==> src/rtl/lane_rr_sched_pkg.sv <==
// Shared lane scheduler definitions: default lane count, FSM encoding, index width helper.
// Pure declarations; no logic, no latency.
package lane_rr_sched_pkg;

    localparam int LANE_MAX_DEF = 4;

    typedef enum logic {
        ST_IDLE = 1'b0,
        ST_HOLD = 1'b1
    } state_t;

    // Index width that stays legal (non-zero) for a single-lane build.
    function automatic int lane_w(input int n);
        return (n > 1) ? $clog2(n) : 1;
    endfunction

endpackage

==> src/rtl/lane_pend_cnt.sv <==
// Saturating per-lane pending counter; updates on the clock edge after inc/dec.
// No backpressure: an inc arriving at full scale without a dec is dropped and flagged on sat_drop.
module lane_pend_cnt #(
    parameter int W = 3
) (
    input  logic         clk,
    input  logic         rst_n,
    input  logic         inc,
    input  logic         dec,
    output logic [W-1:0] cnt,
    output logic         sat_drop
);

    assign sat_drop = inc && !dec && (cnt == {W{1'b1}});

    always_ff @(posedge clk or negedge rst_n) begin
        if (!rst_n) begin
            cnt <= '0;
        end else if (inc && !dec && !sat_drop) begin
            cnt <= cnt + W'(1);
        end else if (dec && !inc) begin
            cnt <= cnt - W'(1);
        end
    end

endmodule

==> src/rtl/lane_rr_sched.sv <==
// Round-robin issue scheduler over active lanes; a request reaches out_valid one cycle after it is counted.
// out_lane holds while out_valid && !out_ready; back-to-back grants at one per cycle when out_ready is high.
module lane_rr_sched
    import lane_rr_sched_pkg::*;
#(
    parameter int                  LANE_MAX = LANE_MAX_DEF,
    parameter int                  SIZE     = LANE_MAX,
    parameter logic [LANE_MAX-1:0] MASK     = {LANE_MAX{1'b1}},
    parameter int                  CNT_W    = 3,
    localparam int                 LW       = lane_w(LANE_MAX)
) (
    input  logic                      clk,
    input  logic                      rst_n,
    input  logic [LANE_MAX-1:0]       req,
    output logic                      out_valid,
    input  logic                      out_ready,
    output logic [LW-1:0]             out_lane,
    output logic [LANE_MAX*CNT_W-1:0] pending,
    output logic                      overflow
);

    logic [LANE_MAX-1:0] elig;
    logic [LANE_MAX-1:0] dec;
    logic [LANE_MAX-1:0] drop;
    logic [LW-1:0]       ptr;
    logic [LW-1:0]       grant;
    logic                found;
    logic                load;
    state_t              state;
    state_t              state_nxt;

    // SIZE is tested before MASK so no MASK bit at or above SIZE is ever referenced.
    for (genvar g = 0; g < LANE_MAX; g++) begin : g_lane
        if (g < SIZE) begin : g_pop
            if (MASK[g]) begin : g_act
                logic [CNT_W-1:0] cnt;

                lane_pend_cnt #(.W(CNT_W)) u_cnt (
                    .clk      (clk),
                    .rst_n    (rst_n),
                    .inc      (req[g]),
                    .dec      (dec[g]),
                    .cnt      (cnt),
                    .sat_drop (drop[g])
                );

                assign elig[g]                   = |cnt;
                assign pending[g*CNT_W +: CNT_W] = cnt;
            end else begin : g_masked
                logic unused_in;
                assign unused_in                 = req[g] | dec[g];
                assign elig[g]                   = 1'b0;
                assign drop[g]                   = 1'b0;
                assign pending[g*CNT_W +: CNT_W] = '0;
            end
        end else begin : g_absent
            logic unused_in;
            assign unused_in                 = req[g] | dec[g];
            assign elig[g]                   = 1'b0;
            assign drop[g]                   = 1'b0;
            assign pending[g*CNT_W +: CNT_W] = '0;
        end
    end

    // Search starts just past the last grant and wraps, so every eligible lane is reached within LANE_MAX steps.
    always_comb begin
        int idx;
        idx   = 0;
        found = 1'b0;
        grant = ptr;
        for (int k = 1; k <= LANE_MAX; k++) begin
            idx = (int'(ptr) + k) % LANE_MAX;
            if (!found && elig[LW'(idx)]) begin
                found = 1'b1;
                grant = LW'(idx);
            end
        end
    end

    always_comb begin
        state_nxt = state;
        load      = 1'b0;
        dec       = '0;
        case (state)
            ST_IDLE: begin
                if (found) begin
                    load      = 1'b1;
                    state_nxt = ST_HOLD;
                end
            end
            ST_HOLD: begin
                if (out_ready) begin
                    if (found) begin
                        load = 1'b1;
                    end else begin
                        state_nxt = ST_IDLE;
                    end
                end
            end
            default: state_nxt = ST_IDLE;
        endcase
        if (load) begin
            dec[grant] = 1'b1;
        end
    end

    always_ff @(posedge clk or negedge rst_n) begin
        if (!rst_n) begin
            state    <= ST_IDLE;
            ptr      <= LW'(LANE_MAX - 1);
            out_lane <= '0;
            overflow <= 1'b0;
        end else begin
            state    <= state_nxt;
            overflow <= overflow | (|drop);
            if (load) begin
                ptr      <= grant;
                out_lane <= grant;
            end
        end
    end

    assign out_valid = (state == ST_HOLD);

endmodule

==> config.mk <==
export PLATFORM = sky130hd
export DESIGN_NAME = lane_rr_sched
export DESIGN_NICKNAME = d
export VERILOG_FILES = /design/src/rtl/lane_rr_sched_pkg.sv /design/src/rtl/lane_pend_cnt.sv /design/src/rtl/lane_rr_sched.sv
export SDC_FILE = /design/constraint.sdc
export NUM_CORES = 1
export LEC_CHECK = 0
export ABC_CLOCK_PERIOD_IN_PS = 2800
export CAP_MARGIN = 10
export CORE_ASPECT_RATIO = 1.1
export CORE_MARGIN = 2
export CORE_UTILIZATION = 40
export CTS_CLUSTER_DIAMETER = 50
export DETAILED_ROUTE_END_ITERATION = 10
export SYNTH_ARGS = -nofsm -noshare
export SYNTH_HDL_FRONTEND = slang
export SYNTH_SLANG_ARGS = --single-unit
==> constraint.sdc <==
create_clock -name clk -period 2.8 [get_ports clk]
set_input_delay 0.56 -clock clk [delete_from_list [all_inputs] [get_ports clk]]
set_output_delay 0.56 -clock clk [all_outputs]
set_load 0.03 [all_outputs]
==> qor.log, run 1 <==
qor: yosys.synth.avg_cell_area 8.832 um^2
qor: final_layout.layout_area_growth_over_synthesis 29.25%
qor: clock_tree.cts_root_buffer sky130_fd_sc_hd__clkbuf_8
qor: worst_setup_path.timing_worst_setup_path_type reg2reg
qor: placement.globalplace.congestion 0.8109
qor: clock_tree.clock_insertion_delay_worst_skew 0.26 ns
qor: die.io_pins 23
qor: clock_tree.ctsLongestPathBuffers 2
qor: yosys.synth_edf_count 0
qor: placement.post-place-cells 251
qor: pwr.combinationalPowerShare 70.3%
qor: yosys.mapped_area 0.001510 mm^2
qor: pwr.net-switching-power 1.188 mW
qor: route.wl_per_cell 13.56 um
qor: pwr.leakage_power 0.8115 nW
qor: die.core_area 0.003626 mm^2
qor: timing.report.final.slew_viol_count 0
qor: clock_tree.cts_made_buffers 3
qor: timing.finalSetupTns 0 ns
qor: clock_tree.ctsHoldBuffers 0
qor: worst_setup_path.cpMaxStageDelayCell sky130_fd_sc_hd__or4_1
qor: pwr.p_per_area 1292 mW/mm^2
qor: timing.period_utilization_post_route 93.41%
qor: clock_tree.tritoncts_num_sinks 18
qor: timing.grt_setup_unrepaired false
qor: clock_tree.cts_resized 0
qor: global_route.vias_in_the_first_global_route 1,298
qor: clock_tree.tritoncts yes
qor: pwr.vdd.ir_drop.worst 0.5859 mV
qor: timing.fin_crit_period 2.615 ns
qor: die.die_area 0.004284 mm^2
qor: global_route.total_routing_usage_gr 16.77%
qor: pwr.power.share.sequential 20.8%
qor: route.ant_nets 0
qor: timing.fmaxAchievable 382.3 MHz
qor: die.initial_utilization 41.65%
qor: pwr.p_int 1.333 mW
qor: worst_setup_path.cp_common_cell sky130_fd_sc_hd__nand3b_1
qor: die.placementRows 23
qor: global_route.grt_pass1_wl 5.782 mm
qor: final_layout.post_route_cells_drive_above_1_share 24.88%
qor: die.floorplan.die.width 62.59 um
qor: placement.post-dp-hpwl 2.623 mm
qor: clock_tree.cts_setup_buffers 0
qor: yosys.yosys_warnings 0
qor: run.max_cap_violations 0
qor: worst_setup_path.critPathCaptureType register
qor: worst_setup_path.crit_path_start_kind register
qor: min_path.holdCritPathClass reg2reg
qor: route.viasPerCell 5.427
qor: yosys.synth_seq_cells 18
qor: die.die_h 68.45 um
qor: global_route.grt_antenna_before_repair 0
qor: pwr.netSwitchingFraction 47.13%
qor: pwr.clock_power_share 8.9%
qor: worst_setup_path.critPathMaxFanout 4
qor: yosys.synth_cell_types 59
qor: placement.dp_worst_setup_slack 0.07269 ns
qor: final_layout.insertedDiodeCount 0
qor: timing.finClkSkew 0.005420 ns
qor: route.detailedRoute.firstPassIterationCount 4
qor: final_layout.final_net_count 217
qor: timing.worst-slew-pin-transition 0.8269 ns
qor: timing.relative_slew_slack 44.70%
qor: timing.finalHoldWorstSlack 0.4861 ns
qor: yosys.postSynth.asyncResetShare 100.0%
qor: final_layout.final_cell_count_no_fill 255
qor: yosys.postSynth.topFlopCell sky130_fd_sc_hd__dfrtp_1
qor: yosys.post_synth_inst_count 171
qor: worst_setup_path.crit_chain or3_4 > a32o_2 > nor3_4 > nand3b_1 > nand3b_1 > fa_1 > or4_1 > o221ai_1
qor: clock_tree.cts_htree_levels 1
qor: route.dr_total_vias 1,384
qor: yosys.post_syn_nets 182
qor: worst_setup_path.critPathArrivalTime 2.79 ns
qor: placement.placement.io_buffers 22
qor: route.totalWireLength 3.458 mm
qor: timing.final.setup.worst_slack 0.1845 ns
qor: route.drt_iter0_drc 40
qor: global_route.grt_start_max_net_pins 18
qor: worst_setup_path.timing.critical_path.required 2.97 ns
qor: global_route.leftover_overflow_at_the_end_of_global_routing 0
qor: status.status complete, no violations
qor: route.drt_drc 0
qor: timing.timing_hold_violations_final 0
qor: worst_setup_path.cp_slowest_stage_delay 0.48 ns
qor: clock_tree.clk_pin_slew 0.08 ns
qor: timing.timing.final.setup_violations 0
qor: yosys.synth_sequential_area_ratio 29.99%
qor: worst_setup_path.crit_family simple AND/OR/NAND/NOR gates
qor: worst_setup_path.worst-path-buf-inv 0
cells in the mapped netlist (all sizes together), types with 4 or more instances:
cell type,n,area [um^2]
a21oi,11,55.05
buf,8,62.55
dfrtp,16,400.4
fa,4,80.08
inv,4,15.01
mux2i,9,90.09
nand2,25,93.84
nand3,8,45.04
nor2,12,47.55
nor3,9,66.32
o21ai,7,35.03
or3,4,35.03
sequential cells by signal, indices dropped and copies added (netlist names):
register                      flops
g_lane.g_pop.g_act.u_cnt.cnt     12
out_lane                          2
out_valid                         1
overflow                          1
ptr                               2
worst reg2reg max path: cells and delay by family, from the launching register on:
kind	cells	cell delay (ns)
AO/OA/AOI/OAI	2	0.38
adder cells (fa/ha/maj)	1	0.43
flip-flops	1	0.42
AND/OR/NAND/NOR	5	1.32
cells in the final DEF, fill, tap and decap left out, types with 7 or more instances in the layout:
master | Yosys | routed
sky130_fd_sc_hd__dfrtp_1 | 16 | 11
sky130_fd_sc_hd__buf_4 | 2 | 19
sky130_fd_sc_hd__clkdlybuf4s50_1 | 0 | 22
sky130_fd_sc_hd__o21ai_0 | 7 | 7
sky130_fd_sc_hd__nand2_1 | 25 | 25
sky130_fd_sc_hd__mux2i_1 | 9 | 9
sky130_fd_sc_hd__a21oi_1 | 11 | 11
sky130_fd_sc_hd__nor2_1 | 11 | 11
sky130_fd_sc_hd__nand3_1 | 7 | 7
metrics by stage:
step / total power [mW] / util [%] / area (um^2)
2_1_floorplan: 1.755 / - / 1519
3_3_place_gp: 2.215 / 51.48 / 1867
3_5_place_dp: 2.276 / 51.48 / 1867
4_1_cts: 2.497 / 53.00 / 1922
5_1_grt: 2.725 / 53.83 / 1952
6_report: 2.522 / 53.83 / 1952
path summary, 6_finish.rpt:
check,start,depth (start not counted),slack [ns],endpoint
setup / recovery,g_lane[1].g_pop.g_act.u_cnt.cnt[1],8,0.18,g_lane[3].g_pop.g_act.u_cnt.cnt[2]
hold / removal,out_lane[1],2,0.49,out_lane[1]
setup reg to reg,g_lane[1].g_pop.g_act.u_cnt.cnt[1],8,0.18,g_lane[3].g_pop.g_act.u_cnt.cnt[2]
hold reg to reg,out_lane[1],2,0.49,out_lane[1]
max in group asynchronous,rst_n,2,1.39,ptr[0]
min in group asynchronous,rst_n,1,0.77,g_lane[1].g_pop.g_act.u_cnt.cnt[2]
kinds of logic after synthesis:
logic type                 share of synthesized area, %
DFF                                               29.99
xor gates and xnor gates                          2.320
adders and majority gates                         5.303
AOI/OAI and AO/OA                                 21.13
muxes                                             6.711
and+or+nand+nor                                   28.67
buffers and inverters                             5.881
power groups by stage:
stage          clock network (mW)  logic [mW]  registers (mW)
6_report                    0.224        1.77           0.525
5_1_grt                     0.231        1.94           0.550
4_1_cts                     0.223        1.76           0.512
3_5_place_dp                    0        1.76           0.517
3_3_place_gp                    0        1.71           0.507
2_1_floorplan                   0        1.02           0.732
layer usage:
| metal | wire length [um] | GRT usage, % | up-vias |
|---|---|---|---|
| met3 | 89 | 1.645 | 8 |
| met1 | 1608 | 20.82 | 661 |
| li1 | - | - | 689 |
| met5 | 0 | 0 | - |
| met2 | 1715 | 31.32 | 26 |
| met4 | 46 | 5.000 | 0 |
layout make-up:
| type | instances | area, um^2 |
|---|---|---|
| flip-flops and latches | 18 | 459.2 |
| multi-input cells | 138 | 997.2 |
| well taps | 50 | 62.56 |
| fillers | 367 | 1674 |
| inverters | 4 | 15.01 |
| repair buffers | 41 | 362.8 |
| clock buffers | 4 | 55.05 |
Power figures use the tool's default switching activity.
==> run 2: changes to the inputs <==
--- a/config.mk
+++ b/config.mk
@@ -12,6 +12,8 @@
 export CORE_UTILIZATION = 40
 export CTS_CLUSTER_DIAMETER = 50
 export DETAILED_ROUTE_END_ITERATION = 10
+export PLACE_DENSITY = 0.66
 export SYNTH_ARGS = -nofsm -noshare
 export SYNTH_HDL_FRONTEND = slang
+export SYNTH_HIERARCHICAL = 1
 export SYNTH_SLANG_ARGS = --single-unit
==> qor.log, run 2 <==
qor: status.status finished, violations left
qor: status.failing_checks design-rule violations
qor: clock_tree.ctsHoldBuffers 0 [unchanged]
qor: final_layout.layout_commonest_cell sky130_fd_sc_hd__nand2_1
qor: timing.final.setup.worst_slack 0.1600 ns [-0.02449 ns]
qor: timing.finClkSkew 0.004100 ns [-0.001321 ns]
qor: yosys.synth_cell_types 29 [-51%]
qor: yosys.synth.avg_cell_area 9.644 um^2 [+9.2%]
qor: yosys.synth_seq_cells 18 [unchanged]
qor: placement.post-place-cells 208 [-17%]
qor: global_route.leftover_overflow_at_the_end_of_global_routing 0 [unchanged]
qor: yosys.dominant_cell_by_count_in_the_synthesized_netlist sky130_fd_sc_hd__nand2_1
qor: worst_setup_path.crit_chain or3_4 > or3_4 > o21a_1 > nor3b_1 > nor2b_1 > nand2_1 > fa_1 > mux2_4 > o22ai_2
qor: route.totalWireLength 2.941 mm [-15%]
qor: clock_tree.clock_insertion_delay_worst_skew 0.30 ns [+0.04 ns]
qor: run.max_cap_violations 0 [unchanged]
qor: yosys.synth_edf_count 0 [unchanged]
qor: yosys.post_synth_inst_count 137 [-20%]
qor: die.initial_utilization 42.62% [+0.97 points]
qor: min_path.holdCritPathClass reg2reg
qor: worst_setup_path.crit_path_start_kind register
qor: route.met2_wirelength 1.507 mm [-12%]
qor: final_layout.final_net_count 192 [-12%]
qor: clock_tree.tritoncts yes
qor: worst_setup_path.cp_common_cell sky130_fd_sc_hd__or3_4
qor: global_route.vias_in_the_first_global_route 1,183 [-8.9%]
qor: global_route.grt_start_max_net_pins 19 [+1]
qor: worst_setup_path.crit-reg2reg-launch g_lane[3].g_pop.g_act.u_cnt/cnt[1]
qor: placement.post-dp-hpwl 2.285 mm [-13%]
qor: route.highest_layer met4
qor: yosys.yosys_warnings 6 [+6]
qor: worst_setup_path.worst-path-buf-inv 0 [unchanged]
qor: timing.fin_crit_period 2.640 ns [+0.02449 ns]
qor: yosys.most_frequent_cells_after_synthesis 26 x sky130_fd_sc_hd__nand2_1, 16 x sky130_fd_sc_hd__dfrtp_1, 11 x sky130_fd_sc_hd__a21oi_1
qor: min_path.holdCritStartpoint overflow
qor: worst_setup_path.reg2reg_depth 9 [+1]
qor: yosys.synth_top_area_cell sky130_fd_sc_hd__dfrtp_1
qor: yosys.synth.area.top_cells sky130_fd_sc_hd__dfrtp_1 30%, sky130_fd_sc_hd__nand2b_4 8.3%, sky130_fd_sc_hd__nand2_1 7.4%, sky130_fd_sc_hd__fa_1 6.1%, sky130_fd_sc_hd__mux2_4 4.5%
qor: worst_setup_path.timing_worst_setup_path_type reg2reg
qor: final_layout.top_regs g_lane.g_pop.g_act.u_cnt/cnt: 12 flops, out_lane: 2 flops, ptr: 2 flops
qor: final_layout.layout_area_growth_over_synthesis 34.00%
qor: timing.timing.final.setup_violations 0 [unchanged]
qor: route.drt_drc 2 [+2]
qor: pwr.p_per_area 1346 mW/mm^2 [+4.2%]
qor: timing.period_utilization_post_route 94.28% [+0.87 points]
qor: final_layout.max_ffs_per_register 12 [unchanged]
qor: die.die_h 64.28 um [-6.1%]
qor: clock_tree.cts_root_buffer sky130_fd_sc_hd__clkbuf_4
qor: die.die_area 0.003780 mm^2 [-12%]
qor: route.m1WireLength 1.321 mm [-18%]
qor: die.core_area 0.003100 mm^2 [-14%]
qor: clock_tree.cts_made_buffers 3 [unchanged]
qor: clock_tree.cts_htree_levels 1 [unchanged]
qor: die.floorplan.die.width 58.80 um [-6.0%]
qor: route.detailedRoute.firstPassIterationCount 10 [+6]
qor: min_path.hold_path_depth 2 [unchanged]
qor: worst_setup_path.critical_path.reg2reg.endpoint g_lane[0].g_pop.g_act.u_cnt/cnt[2]
qor: die.placementRows 21 [-8.7%]
qor: worst_setup_path.critPathArrivalTime 2.86 ns [+0.07 ns]
qor: worst_setup_path.cp_slowest_stage_delay 0.42 ns [-0.06 ns]
qor: final_layout.mostFrequentLayoutCells 26 x sky130_fd_sc_hd__nand2_1, 22 x sky130_fd_sc_hd__clkdlybuf4s50_1, 18 x sky130_fd_sc_hd__buf_4
qor: worst_setup_path.worst-r2r-setup-slack 0.16 ns [-0.02 ns]
qor: route.ant_nets 0 [unchanged]
qor: final_layout.insertedDiodeCount 0 [unchanged]
qor: yosys.post_syn_nets 148 [-19%]
qor: timing.report.final.slew_viol_count 0 [unchanged]
qor: route.wl_met3 94 um [+5.6%]
qor: final_layout.final_core_util 57.10% [+3.3 points]
qor: min_path.timing.hold.worst_endpoint overflow
qor: worst_setup_path.critPathCaptureType register
qor: global_route.grt_antenna_before_repair 0 [unchanged]
qor: die.io_pins 23 [unchanged]
qor: pwr.vdd.ir_drop.worst 0.4868 mV [-17%]
qor: placement.dp_worst_setup_slack 0.07624 ns [+0.003551 ns]
qor: yosys.mapped_area 0.001321 mm^2 [-13%]
qor: yosys.synth_largest_type_area_fraction 30.30% [+3.8 points]
qor: final_layout.final_cell_count_no_fill 214 [-16%]
qor: final_layout.post_route_cells_drive_above_1_share 32.22% [+7.3 points]
qor: clock_tree.tritoncts_num_sinks 18 [unchanged]
qor: pwr.leakage_power 0.7649 nW [-5.7%]
qor: yosys.postSynth.topFlopCell sky130_fd_sc_hd__dfrtp_1
qor: placement.placement.io_buffers 22 [unchanged]
qor: worst_setup_path.critPathMaxFanout 4 [unchanged]
qor: worst_setup_path.timing.critical_path.required 3.02 ns [+0.05 ns]
qor: timing.worst-slew-pin-transition 0.8368 ns [+0.009954 ns]
qor: global_route.total_routing_usage_gr 18.13% [+1.4 points]
qor: route.dr_total_vias 1,165 [-16%]
qor: clock_tree.clk_pin_slew 0.11 ns [+0.03 ns]
qor: yosys.synth_sequential_area_ratio 34.28% [+4.3 points]
qor: yosys.postSynth.asyncResetShare 100.0% [unchanged]
qor: route.wl_per_cell 13.74 um [+1.3%]
qor: worst_setup_path.crit_family simple AND/OR/NAND/NOR gates
qor: clock_tree.ctsLongestPathBuffers 2 [unchanged]
qor: global_route.grt_pass1_wl 5.340 mm [-7.6%]
qor: timing.grt_setup_unrepaired true
qor: placement.globalplace.congestion 0.8767 [+8.1%]
qor: timing.relative_slew_slack 44.04% [-0.67 points]
qor: final_layout.registers.top_by_ff_count g_lane.g_pop.g_act.u_cnt/cnt
qor: timing.fmaxAchievable 378.8 MHz [-0.93%]
qor: route.viasPerCell 5.444 [+0.30%]
qor: route.drt_iter0_drc 50 [+25%]
qor: timing.timing_hold_violations_final 0 [unchanged]
qor: worst_setup_path.cpMaxStageDelayCell sky130_fd_sc_hd__dfrtp_2
## run 2: timing repair
item	4_1_cts	5_1_grt
setup buffers	0	2
endpoints found under the setup margin	0	4
gates resized for setup	0	4
## run 2: worst min-delay path, delay by kind of cell (launching register included)
family        cells  cell delay, ns
flops             1            0.37
simple gates      2            0.10
## run 2: metrics by stage
stage / hold slack [ns] / total power, mW / setup TNS [ns] / area (um^2)
6_report: 0.4964 / 2.383 / 0 / 1770
5_1_grt: 0.5278 / 2.599 / -0.03727 / 1770
4_1_cts: 0.5013 / 2.371 / 0 / 1743
3_5_place_dp: 0.4747 / 2.199 / 0 / 1707
3_3_place_gp: 0.4587 / 2.130 / 0 / 1707
2_1_floorplan: 0.2644 / 1.626 / 0 / 1335
## run 2: area by class of cell
cell class,count,area (um^2)
repair buffers,40,355.3
multi-input cells,118,874.6
flip-flops and latches,18,461.7
well taps,34,42.54
fillers,276,1330
clock buffers,4,36.28
## run 2: layer usage
layer,up-vias,global-route usage [%]
li1,588,-
met1,552,23.20
met2,23,30.83
met3,2,3.036
met4,0,5.114
met5,-,0
## run 2: worst max path at each step
| stage | from | to | slack (ns) | depth (start not counted) |
|---|---|---|---|---|
| 6_report | g_lane[3].g_pop.g_act.u_cnt/cnt[1] | g_lane[0].g_pop.g_act.u_cnt/cnt[2] | 0.16 | 9 |
| 3_3_place_gp | out_ready | g_lane[0].g_pop.g_act.u_cnt/cnt[2] | 0.12 | 10 |
| 2_1_floorplan | g_lane[1].g_pop.g_act.u_cnt/cnt[2] | g_lane[3].g_pop.g_act.u_cnt/cnt[2] | 0.01 | 10 |
| 4_1_cts | g_lane[1].g_pop.g_act.u_cnt/cnt[2] | g_lane[2].g_pop.g_act.u_cnt/cnt[2] | 0.07 | 8 |
| 3_5_place_dp | out_ready | g_lane[0].g_pop.g_act.u_cnt/cnt[2] | 0.08 | 10 |
| 5_1_grt | g_lane[3].g_pop.g_act.u_cnt/cnt[1] | g_lane[0].g_pop.g_act.u_cnt/cnt[2] | -0.02 | 9 |
## run 2: power by group
part / total, mW / switching [mW] / internal (mW) / leakage [nW]
clock network: 0.167 / 0.0876 / 0.0792 / 0.0210
registers: 0.488 / 0.0819 / 0.406 / 0.198
logic: 1.73 / 0.912 / 0.816 / 0.546
## run 2: kinds of logic (layout without fill, tap and decap cells)
logic type / count (synthesis) / in the layout / synth area share [%]
DFF: 18 / 18 / 34.28
and+or+nand+nor: 71 / 71 / 32.29
buffers and inverters: 1 / 44 / 0.8522
muxes: 4 / 4 / 4.546
AOI/OAI and AO/OA: 39 / 39 / 21.97
adders and majority gates: 4 / 4 / 6.061
